<file path="src/rtl/friscv_inst_fetcher_pkg.sv">
// friscv_h: constants shared by the instruction fetch front-end and its FIFO
package friscv_h;

    localparam int          XLEN_W        = 32;
    localparam int          ILEN_W        = 32;
    localparam logic [31:0] BOOT_ADDR_DEF = 32'h0;
    localparam logic [2:0]  ARPROT_INST   = 3'b100;
    localparam logic [1:0]  RESP_OKAY     = 2'b00;

    function automatic int cnt_w(input int n);
        return $clog2(n) + 1;
    endfunction

endpackage

</file>
<file path="src/rtl/friscv_scfifo.sv">
// friscv_scfifo: single-clock FIFO with synchronous flush and zeroed output when empty
// Ports: aclk/aresetn clock and async reset; flush clears all entries;
//        push/data_in write; pull/data_out read head; count occupancy; empty flag.
module friscv_scfifo #(
    parameter int DEPTH = 4,
    parameter int WIDTH = 8
)(
    input  logic                     aclk,
    input  logic                     aresetn,
    input  logic                     flush,
    input  logic                     push,
    input  logic [WIDTH-1:0]         data_in,
    input  logic                     pull,
    output logic [WIDTH-1:0]         data_out,
    output logic [$clog2(DEPTH):0]   count,
    output logic                     empty
);

    localparam int AW = $clog2(DEPTH);

    logic [WIDTH-1:0] mem [DEPTH];
    logic [AW-1:0]    wr_ptr;
    logic [AW-1:0]    rd_ptr;
    logic             do_push;
    logic             do_pull;

    assign empty    = count == '0;
    assign do_push  = push && count != (AW+1)'(DEPTH);
    assign do_pull  = pull && !empty;
    assign data_out = empty ? '0 : mem[rd_ptr];

    always_ff @(posedge aclk or negedge aresetn) begin
        if (!aresetn) begin
            wr_ptr <= '0;
            rd_ptr <= '0;
            count  <= '0;
        end else if (flush) begin
            wr_ptr <= '0;
            rd_ptr <= '0;
            count  <= '0;
        end else begin
            wr_ptr <= wr_ptr + AW'(do_push);
            rd_ptr <= rd_ptr + AW'(do_pull);
            count  <= count + (AW+1)'(do_push) - (AW+1)'(do_pull);
        end
    end

    always_ff @(posedge aclk) begin
        if (do_push) mem[wr_ptr] <= data_in;
    end

endmodule

</file>
<file path="src/rtl/friscv_inst_fetcher.sv">
// friscv_inst_fetcher: sequential instruction fetch over AXI4-lite with redirect and stale-response drop
// Ports: aclk/aresetn/srst clock and resets; cache_ready gates requests;
//        jump_* redirect handshake; ar*/r* icache control channel; inst_* decoder handshake.
module friscv_inst_fetcher
    import friscv_h::*;
#(
    parameter int              ILEN        = ILEN_W,
    parameter int              XLEN        = XLEN_W,
    parameter int              AXI_ADDR_W  = XLEN,
    parameter int              AXI_ID_W    = 8,
    parameter int              AXI_ID_MASK = 'h10,
    parameter int              OSTDREQ_NUM = 4,
    parameter logic [XLEN-1:0] BOOT_ADDR   = XLEN'(BOOT_ADDR_DEF)
)(
    input  logic                  aclk,
    input  logic                  aresetn,
    input  logic                  srst,
    input  logic                  cache_ready,
    input  logic                  jump_valid,
    output logic                  jump_ready,
    input  logic [XLEN-1:0]       jump_addr,
    output logic                  arvalid,
    input  logic                  arready,
    output logic [AXI_ADDR_W-1:0] araddr,
    output logic [2:0]            arprot,
    output logic [AXI_ID_W-1:0]   arid,
    input  logic                  rvalid,
    output logic                  rready,
    input  logic [AXI_ID_W-1:0]   rid,
    input  logic [1:0]            rresp,
    input  logic [ILEN-1:0]       rdata,
    output logic                  inst_valid,
    input  logic                  inst_ready,
    output logic [XLEN-1:0]       inst_pc,
    output logic [ILEN-1:0]       inst_data,
    output logic                  inst_err
);

    localparam int CW = cnt_w(OSTDREQ_NUM);
    localparam int FW = XLEN + ILEN + 1;

    logic            active, active_nxt;
    logic            arvalid_nxt;
    logic [XLEN-1:0] fetch_pc, fetch_pc_nxt;
    logic [XLEN-1:0] resp_pc, resp_pc_nxt;
    logic [CW-1:0]   ostd, ostd_nxt;
    logic [CW-1:0]   stale, stale_nxt;
    logic [CW-1:0]   fifo_cnt, cnt_nxt;
    logic            credit;
    logic            ar_hs, r_hs, jump_hs, push, pull, fifo_empty;
    logic [FW-1:0]   fifo_q;

    assign rready     = active;
    assign jump_ready = active && !(arvalid && !arready);
    assign ar_hs      = arvalid && arready;
    assign r_hs       = rvalid && rready;
    assign jump_hs    = jump_valid && jump_ready;
    assign push       = r_hs && stale == '0;
    assign pull       = inst_valid && inst_ready;
    assign inst_valid = !fifo_empty;
    assign araddr     = AXI_ADDR_W'(fetch_pc);
    assign arprot     = ARPROT_INST;
    assign arid       = AXI_ID_W'(AXI_ID_MASK);
    assign {inst_pc, inst_data, inst_err} = fifo_q;

    // Credits are evaluated on next-cycle occupancy so a request is never
    // issued into a slot that this cycle's handshakes have not yet freed.
    always_comb begin
        ostd_nxt     = ostd + CW'(ar_hs) - CW'(r_hs);
        stale_nxt    = jump_hs ? ostd_nxt : stale - CW'(r_hs && stale != '0);
        cnt_nxt      = jump_hs ? '0 : fifo_cnt + CW'(push) - CW'(pull);
        credit       = ({1'b0, ostd_nxt} + {1'b0, cnt_nxt}) < (CW+1)'(OSTDREQ_NUM);
        arvalid_nxt  = !srst && ((arvalid && !arready) ||
                       (cache_ready && !jump_hs && stale_nxt == '0 && credit));
        active_nxt   = !srst;
        fetch_pc_nxt = srst ? BOOT_ADDR : jump_hs ? jump_addr : fetch_pc + (ar_hs ? XLEN'(4) : '0);
        resp_pc_nxt  = srst ? BOOT_ADDR : jump_hs ? jump_addr : resp_pc + (push ? XLEN'(4) : '0);
    end

    always_ff @(posedge aclk or negedge aresetn) begin
        if (!aresetn) begin
            active   <= 1'b0;
            arvalid  <= 1'b0;
            fetch_pc <= BOOT_ADDR;
            resp_pc  <= BOOT_ADDR;
            ostd     <= '0;
            stale    <= '0;
        end else begin
            active   <= active_nxt;
            arvalid  <= arvalid_nxt;
            fetch_pc <= fetch_pc_nxt;
            resp_pc  <= resp_pc_nxt;
            ostd     <= srst ? '0 : ostd_nxt;
            stale    <= srst ? '0 : stale_nxt;
        end
    end

    friscv_scfifo #(
        .DEPTH (OSTDREQ_NUM),
        .WIDTH (FW)
    ) u_fifo (
        .aclk     (aclk),
        .aresetn  (aresetn),
        .flush    (jump_hs || srst),
        .push     (push),
        .data_in  ({resp_pc, rdata, rresp != RESP_OKAY}),
        .pull     (pull),
        .data_out (fifo_q),
        .count    (fifo_cnt),
        .empty    (fifo_empty)
    );

endmodule
</file>
<file path="config.mk">
export PLATFORM = sky130hd
export DESIGN_NAME = friscv_inst_fetcher
export DESIGN_NICKNAME = d
export VERILOG_FILES = /design/src/rtl/friscv_inst_fetcher_pkg.sv /design/src/rtl/friscv_scfifo.sv /design/src/rtl/friscv_inst_fetcher.sv
export SDC_FILE = /design/constraint.sdc
export NUM_CORES = 1
export LEC_CHECK = 0
export CAP_MARGIN = 20
export CORE_MARGIN = 5
export CORE_UTILIZATION = 45
export DETAILED_ROUTE_END_ITERATION = 8
export PLACE_DENSITY = 0.68
export SLEW_MARGIN = 10
export SYNTH_ARGS = -nofsm -noshare
export SYNTH_HDL_FRONTEND = slang
export SYNTH_SLANG_ARGS = --single-unit
</file>
<file path="constraint.sdc">
create_clock -name aclk -period 7.8 [get_ports aclk]
set_input_delay 1.56 -clock aclk [delete_from_list [all_inputs] [get_ports aclk]]
set_output_delay 1.56 -clock aclk [all_outputs]
set_load 0.03 [all_outputs]
</file>
==> results of run 1 <==
-- worst paths after layout --
kind | end | slack (ps)
worst max-delay path | inst_data[0] | 2780
worst min-delay path | u_fifo.mem[3][35]$_DFFE_PP_ | 560
worst max register to register | arvalid$_DFF_PN0_ | 4230
worst min register to register | u_fifo.mem[3][35]$_DFFE_PP_ | 560
max in group asynchronous | u_fifo.rd_ptr[1]$_DFF_PN0_ | 5790
min in group asynchronous | araddr[21]$_DFF_PN0_ | 1010
-- logic make-up (layout without fill, tap and decap cells) --
group                      count (synthesis)  in the layout  share of synthesized area
DFF                                      337            337                     0.6819
and+or+nand+nor                          257            257                     0.1046
AOI/OAI and AO/OA                        117            117                    0.04891
buffers and inverters                     81            268                    0.02585
muxes                                     65             65                     0.1025
xor gates and xnor gates                  30             30                    0.01840
adders and majority gates                 18             18                    0.01735
other                                      2             11                  0.0005261
-- final cells by class --
| type | count | area [µm²] |
|---|---|---|
| Multi-Input combinational cell | 498 | 4235 |
| Clock buffer | 44 | 993.5 |
| Sequential cell | 337 | 9742 |
| Tap cell | 402 | 503.0 |
| Timing Repair Buffer | 184 | 1814 |
| Inverter | 20 | 75.07 |
| Clock inverter | 20 | 141.4 |
| Fill cell | 2503 | 13970 |
-- power breakdown --
group | internal (µW) | switching [µW] | leakage, µW
combinational | 714 | 931 | 0.00197
sequential | 2050 | 112 | 0.00340
clock | 944 | 669 | 0.000556
-- sequential cells by signal, summed over array words and instances (netlist names) --
name           flops
rready             1
u_fifo.count       3
u_fifo.wr_ptr      2
stale              3
u_fifo.mem       260
arvalid            1
araddr            31
ostd               3
resp_pc           31
u_fifo.rd_ptr      2
-- critical path, cell delays in order, from the launching register on --
cell and delay [ps]:
dfrtp_4 870, buf_4 680, mux4_2 570, and2_1 200, clkdlybuf4s50_1 600
-- metrics by stage --
stage                     std cells  worst slack [ps]
final                          1505              2782
after global routing           1505              2458
after CTS                      1505              2644
after detailed placement       1441              3069
after global placement         1441              3096
after floorplan                 916             515.8
-- cell usage in the layout (no fill, tap or decap), types with 3 or more instances in the layout --
master,count
nor3_1,21
edfxtp_1,260
conb_1,11
xnor2_1,19
fa_1,3
nand2_1,35
and2_1,73
clkdlybuf4s50_1,173
ha_1,15
clkinv_2,6
or4_1,14
mux4_2,65
dfrtp_1,75
buf_4,11
or3_1,10
o31ai_1,12
a31oi_1,22
a21oi_1,29
clkinv_1,6
o21ai_0,35
and3_1,15
inv_1,20
xor2_1,11
a211oi_1,14
clkbuf_16,38
clkbuf_1,4
clkinv_4,3
nor2_1,18
nand3_1,23
nor4_1,7
nand4_1,12
and4_1,14
-- metal layers --
metal	global-route usage	wire length, µm
met3	0.03723	1861
met5	0	0
met2	0.2751	14440
met1	0.2446	13560
met4	0.03727	454
==> impl_metrics.py, run 1 <==
metrics = {
    "outcome": {
        "status": "complete, no violations",
    },
    "yosys": {
        "synth-main-ff-cell": "edfxtp_1",
        "syn-cell-area_um2": 14280,
        "yosys.area.top_type": "edfxtp_1",
        "synth_top_area_share": 0.5469,
        "avgSynthCellArea_um2": 15.74,
        "yosysMostFrequentCell": "edfxtp_1",
        "synth_cell_type_count": 41,
        "seq_area_frac_synth": 0.6819,
        "synth_area_leaders": "edfxtp_1 55%, dfrtp_1 13%, mux4_2 10%, and2_1 3.2%, ha_1 1.3%",
        "synth.top_cells.by_count": "260 x edfxtp_1, 77 x dfrtp_1, 73 x and2_1, 65 x mux4_2, 37 x clkbuf_1",
        "ys_ff_latch": 337,
        "synth_edf_count": 260,
        "async_flop_share": 0.2285,
        "yosys_warnings": 0,
        "synthCells": 907,
    },
    "detailed_routing": {
        "drtPass1Iterations": 5,
        "vias": 8328,
        "drt-vias-per-instance": 5.534,
        "drt-initial-drc-count": 501,
        "drtAntennaViolNets": 0,
        "drc": 0,
        "avgRoutedWirePerCell_um": 20.15,
        "wirelength_um": 30320,
    },
    "setup_path": {
        "crit_path_max_fanout": 34,
        "cp-start-kind": "register",
        "worstPathArrival_ps": 3460,
        "reg2reg_depth": 14,
        "end_kind": "output pin",
        "crit_start": "u_fifo.rd_ptr[0]$_DFF_PN0_",
        "critPathRequiredTime_ps": 6240,
        "timing.rr.start": "u_fifo.count[2]$_DFF_PN0_",
        "crit_type": "reg -> out",
    },
    "cts": {
        "postCtsSetupBuffers": 0,
        "cts_tree": "done",
        "htree_levels": 2,
        "cts.sinks": 337,
        "cts_hold_buffers": 0,
        "numCtsBuffers": 37,
        "clk_path_buf_depth": 3,
        "clkTransAtPathRegs_ps": 60,
        "cts-root-buf": "clkbuf_16",
        "cts.repair.resized": 0,
        "clkLatencyLatePin_ps": 510,
    },
    "power": {
        "power_leakage_uw": 0.005924,
        "report.power.total_uw": 5415,
        "ir_drop_mv": 0.1595,
        "power_density_nw_per_um2": 309.4,
    },
    "sta": {
        "max_freq_mhz": 199.3,
        "fin_crit_sh": 0.6433,
        "rsz0062_at_grt": "no",
        "drv_slew": 0,
        "setup_viol": 0,
        "clock_skew_ps": 23.53,
        "relSlewSlack": 0.3033,
        "setup_tns_ps": 0,
        "fin_hold_ws_ps": 562.0,
        "tightest_slew_ps": 1043,
        "hold_viol_final": 0,
        "fin_crit_ps": 5018,
    },
    "run": {
        "timing.max_cap.violations": 0,
    },
    "global_routing": {
        "grt_usage": 0.1717,
        "antenna_found_initial": 0,
        "grt.overflow.total": 0,
        "grt_pass1_wl_um": 48650,
        "grt_pass1_vias": 8758,
        "grt_max_degree": 68,
    },
    "floorplanning": {
        "start_util": 0.4536,
        "dieArea_um2": 35390,
        "rows": 65,
        "die-height_um": 188.1,
        "core_area_um2": 31470,
        "io_pins": 194,
        "die_w_um": 188.1,
    },
    "cells_and_area": {
        "drive_gt1_frac": 0.1278,
        "utilization": 0.5562,
        "antenna_cells": 0,
        "final_nets": 1178,
        "syn2layout_area_growth_pct": 22.61,
        "stdcell_area_um2": 17500,
    },
    "place": {
        "dp_hpwl_um": 18440,
        "place_area_um2": 16370,
        "port_buffers": 174,
        "gp_congestion": 0.8115,
    },
    "worst_hold_path": {
        "min_from": "resp_pc[2]$_DFF_PN0_",
        "hold_depth": 0,
        "hp-class": "reg -> reg",
    },
}
Power figures use the tool's default switching activity.
==> run 2: changes to the inputs <==
- PLACE_DENSITY: 0.68 -> 0.7
- clock period: 7.8 -> 4.5 ns (I/O delays scaled with it)
==> impl_metrics.py, run 2 (synthesis gave the netlist of run 1 again) <==
metrics = {
    "sta": {
        "setup_viol": 0,
        "clock_skew_ps": 19.26,
        "max_freq_mhz": 262.9,
        "tightest_slew_ps": 975.2,
        "rsz0062_at_grt": "no",
        "setup_tns_ps": 0,
        "fin_crit_sh": 0.8453,
        "hold_viol_final": 0,
        "relSlewSlack": 0.3491,
        "fin_hold_ws_ps": 231.3,
        "fin_crit_ps": 3804,
        "drv_slew": 0,
    },
    "place": {
        "place_area_um2": 16480,
        "port_buffers": 174,
        "gp_congestion": 0.8163,
        "dp_hpwl_um": 18900,
    },
    "cts": {
        "numCtsBuffers": 37,
        "clk_path_buf_depth": 3,
        "cts-root-buf": "clkbuf_16",
        "cts_hold_buffers": 0,
        "clkLatencyLatePin_ps": 510,
        "cts.sinks": 337,
        "postCtsSetupBuffers": 0,
        "clkTransAtPathRegs_ps": 60,
        "cts.repair.resized": 0,
        "cts_tree": "done",
        "htree_levels": 2,
    },
    "floorplanning": {
        "rows": 65,
        "io_pins": 194,
        "start_util": 0.4536,
        "die-height_um": 188.1,
        "dieArea_um2": 35390,
        "die_w_um": 188.1,
        "core_area_um2": 31470,
    },
    "cells_and_area": {
        "syn2layout_area_growth_pct": 24.48,
        "largest_reg_flops": 260,
        "final_nets": 1186,
        "most-common-layout-cells": "260 x edfxtp_1, 173 x clkdlybuf4s50_1, 75 x dfrtp_1",
        "drive_gt1_frac": 0.1332,
        "stdcell_area_um2": 17770,
        "regMostFlops": "u_fifo.mem",
        "final_common_cell": "edfxtp_1",
        "antenna_cells": 0,
    },
    "global_routing": {
        "grt_usage": 0.1725,
        "grt_max_degree": 78,
        "antenna_found_initial": 0,
        "grt_pass1_vias": 8785,
        "grt_pass1_wl_um": 48820,
        "grt.overflow.total": 0,
    },
    "detailed_routing": {
        "drt-vias-per-instance": 5.530,
        "avgRoutedWirePerCell_um": 20.18,
        "drtPass1Iterations": 5,
        "drc": 0,
        "vias": 8367,
        "drt-initial-drc-count": 558,
        "drtAntennaViolNets": 0,
        "wirelength_um": 30540,
    },
    "power": {
        "ir_drop_mv": 0.2504,
        "report.power.total_uw": 9739,
        "power_density_nw_per_um2": 548.0,
        "power_leakage_uw": 0.006033,
    },
    "worst_hold_path": {
        "hp-class": "in -> async",
    },
    "setup_path": {
        "reg2reg_depth": 13,
        "end_kind": "output pin",
        "cp-start-kind": "register",
        "setup.worst_path.end": "inst_pc[14]",
        "worstPathArrival_ps": 2900,
        "crit_path_max_fanout": 19,
        "crit_type": "reg -> out",
        "r2r-end": "arvalid$_DFF_PN0_",
        "critPathRequiredTime_ps": 3600,
        "timing.rr.start": "u_fifo.count[2]$_DFF_PN0_",
        "crit_start": "u_fifo.rd_ptr[0]$_DFF_PN0_",
        "rrSetupSlack_ps": 1290,
    },
    "run": {
        "timing.max_cap.violations": 0,
    },
    "outcome": {
        "status": "complete, no violations",
    },
}
[run 2: cell types whose count changed in the layout (fill, tap and decap cells not counted), moves of 2 or more]
| cell | previous run | this run |
|---|---|---|
| buf_12 | 0 | 4 |
| buf_4 | 11 | 14 |
| bufinv_16 | 1 | 6 |
| clkbuf_1 | 4 | 9 |
| clkbuf_8 | 2 | 4 |
| clkinv_1 | 6 | 2 |
| clkinv_2 | 6 | 2 |
| clkinv_4 | 3 | 1 |
| inv_6 | 2 | 0 |
[run 2: power by group]
group          leakage, µW  switching [µW]  internal (µW)
sequential         0.00340             168           3540
clock             0.000608            1150           1960
combinational      0.00203            1660           1270
total              0.00603            2970           6770
[run 2: metal layers]
layer / vias up / wire, µm / global-route usage
li1: 3872 / - / -
met2: 257 / 14590 / 0.2774
met1: 4206 / 13670 / 0.2473
met3: 32 / 1847 / 0.03518
met5: - / 0 / 0
met4: 0 / 432 / 0.03586
[run 2: stage by stage]
stage / worst slack (ps) / util / std cells
6_report: 696.0 / 0.5646 / 1513
5_1_grt: 516.6 / 0.5646 / 1513
4_1_cts: 616.4 / 0.5637 / 1512
3_5_place_dp: 502.9 / 0.5237 / 1448
3_3_place_gp: 618.7 / 0.5237 / 1448
2_1_floorplan: 153.3 / - / 916
[run 2: worst max-delay path, cell delays in order, from the launching register on]
cell and delay [ps]:
dfrtp_4 700, buf_4 340, mux4_2 520, and2_1 170, clkdlybuf4s50_1 670
[run 2: layout make-up]
cell class / count / area (µm²)
inverters: 20 / 75.07
repair buffers: 192 / 1944
multi-input cells: 498 / 4248
fillers: 2464 / 13700
clock buffers: 51 / 1040
clock inverters: 13 / 221.5
flip-flops and latches: 337 / 9739
well taps: 402 / 503.0
[run 2: worst min path at each step]
stage / cells past startpoint / to
finish: 1 / araddr[25]$_DFF_PN0_
global route: 1 / araddr[26]$_DFF_PN0_
CTS: 0 / u_fifo.mem[3][33]$_DFFE_PP_
detailed placement: 0 / u_fifo.mem[3][33]$_DFFE_PP_
global placement: 0 / u_fifo.mem[3][33]$_DFFE_PP_
floorplan: 0 / u_fifo.mem[0][35]$_DFFE_PP_
==> run 3: changes to the inputs <==
- clock period: 4.5 -> 3.48 ns (I/O delays scaled with it)
==> impl_metrics.py, run 3 (synthesis gave the netlist of run 1 again) <==
metrics = {
    "floorplanning": {
        "die_w_um": 188.1,
        "die-height_um": 188.1,
        "core_area_um2": 31470,
        "io_pins": 194,
        "rows": 65,
        "dieArea_um2": 35390,
        "start_util": 0.4536,
    },
    "power": {
        "power_leakage_uw": 0.006052,
        "power_density_nw_per_um2": 693.4,
        "ir_drop_mv": 0.4278,
    },
    "outcome": {
        "status": "complete, no violations",
    },
    "cells_and_area": {
        "filler_cell_count": 2498,
        "final_nets": 1193,
        "antenna_cells": 0,
        "final_common_cell": "edfxtp_1",
        "largest_reg_flops": 260,
        "drive_gt1_frac": 0.1390,
        "stdcell_area_um2": 17800,
        "most-common-layout-cells": "260 x edfxtp_1, 173 x clkdlybuf4s50_1, 75 x dfrtp_1",
        "regMostFlops": "u_fifo.mem",
        "syn2layout_area_growth_pct": 24.65,
    },
    "cts": {
        "cts_tree": "done",
        "cts_hold_buffers": 0,
        "postCtsSetupBuffers": 0,
        "numCtsBuffers": 37,
        "clkLatencyLatePin_ps": 510,
        "cts.sinks": 337,
        "clk_path_buf_depth": 3,
        "cts-root-buf": "clkbuf_16",
        "htree_levels": 2,
        "clkTransAtPathRegs_ps": 60,
        "cts.repair.resized": 0,
    },
    "setup_path": {
        "end_kind": "output pin",
        "timing.rr.start": "u_fifo.count[2]$_DFF_PN0_",
        "reg2reg_depth": 13,
        "critPathRequiredTime_ps": 2780,
        "crit_path_max_fanout": 66,
        "crit_type": "reg -> out",
        "worstPathArrival_ps": 2640,
        "crit_start": "u_fifo.count[2]$_DFF_PN0_",
        "cp-start-kind": "register",
    },
    "sta": {
        "rsz0062_at_grt": "no",
        "drv_slew": 0,
        "fin_hold_ws_ps": 254.7,
        "hold_viol_final": 0,
        "fin_crit_ps": 3339,
        "max_freq_mhz": 299.5,
        "tightest_slew_ps": 775.4,
        "relSlewSlack": 0.4831,
        "setup_tns_ps": 0,
        "fin_crit_sh": 0.9595,
        "clock_skew_ps": 19.84,
        "setup_viol": 0,
    },
    "place": {
        "dp_hpwl_um": 18690,
        "port_buffers": 174,
        "gp_congestion": 0.7960,
        "place_area_um2": 16610,
    },
    "detailed_routing": {
        "wirelength_um": 30300,
        "vias": 8415,
        "drc": 0,
        "drtPass1Iterations": 5,
        "drtAntennaViolNets": 0,
        "drt-initial-drc-count": 545,
        "avgRoutedWirePerCell_um": 19.88,
        "drt-vias-per-instance": 5.522,
    },
    "global_routing": {
        "grt_usage": 0.1735,
        "antenna_found_initial": 0,
        "grt.overflow.total": 0,
        "grt_max_degree": 72,
        "grt_pass1_vias": 8841,
        "grt_pass1_wl_um": 49110,
    },
    "worst_hold_path": {
        "hp-class": "in -> async",
    },
    "run": {
        "timing.max_cap.violations": 0,
    },
}
[run 3: area by class of cell]
type                            instances  area [µm²]  area share
Sequential cell                       337        9742      0.5474
Multi-Input combinational cell        498        4248      0.2387
Timing Repair Buffer                  199        2039      0.1146
Clock buffer                           47        1006     0.05653
Tap cell                              402       503.0     0.02826
Clock inverter                         21       182.7     0.01027
Inverter                               20       75.07    0.004219
[run 3: worst paths after layout]
check                                                    to  slack (ps)
max in group asynchronous              resp_pc[2]$_DFF_PN0_        2460
min in group aclk               u_fifo.mem[1][33]$_DFFE_PP_         550
worst max register to register            arvalid$_DFF_PN0_         310
worst min register to register  u_fifo.mem[1][33]$_DFFE_PP_         550
worst max-delay path                            inst_pc[30]         140
worst min-delay path                   araddr[25]$_DFF_PN0_         250
[run 3: worst max-delay path, stage by stage (launching register included)]
cell	delay [ps]
dfrtp_1	400
or3_2	500
buf_4	330
and2_1	230
clkdlybuf4s50_1	650
[run 3: power breakdown]
| group | internal, µW | switching, µW | leakage, µW | total (µW) |
|---|---|---|---|---|
| Combinational | 1660 | 2160 | 0.00207 | 3820 |
| Clock | 2270 | 1480 | 0.000582 | 3750 |
| Sequential | 4580 | 187 | 0.00340 | 4770 |
| Total | 8520 | 3820 | 0.00605 | 12300 |
[run 3: per-stage QoR]
step | util | setup slack [ps] | std cells | total power [µW]
after floorplan | - | 38.50 | 916 | 7144
after global placement | 0.5276 | 78.31 | 1456 | 8694
after detailed placement | 0.5276 | 9.832 | 1456 | 8734
after CTS | 0.5654 | 70.08 | 1524 | 12530
after global routing | 0.5654 | 16.96 | 1524 | 12960
final | 0.5654 | 140.8 | 1524 | 12340
[run 3: routing by layer]
metal  wire [µm]  vias up  GRT usage
li1            -     3897          -
met5           0        -          0
met2       14510      280     0.2794
met3        1983       39    0.03872
met1       13250     4199     0.2434
met4         555        0    0.04207
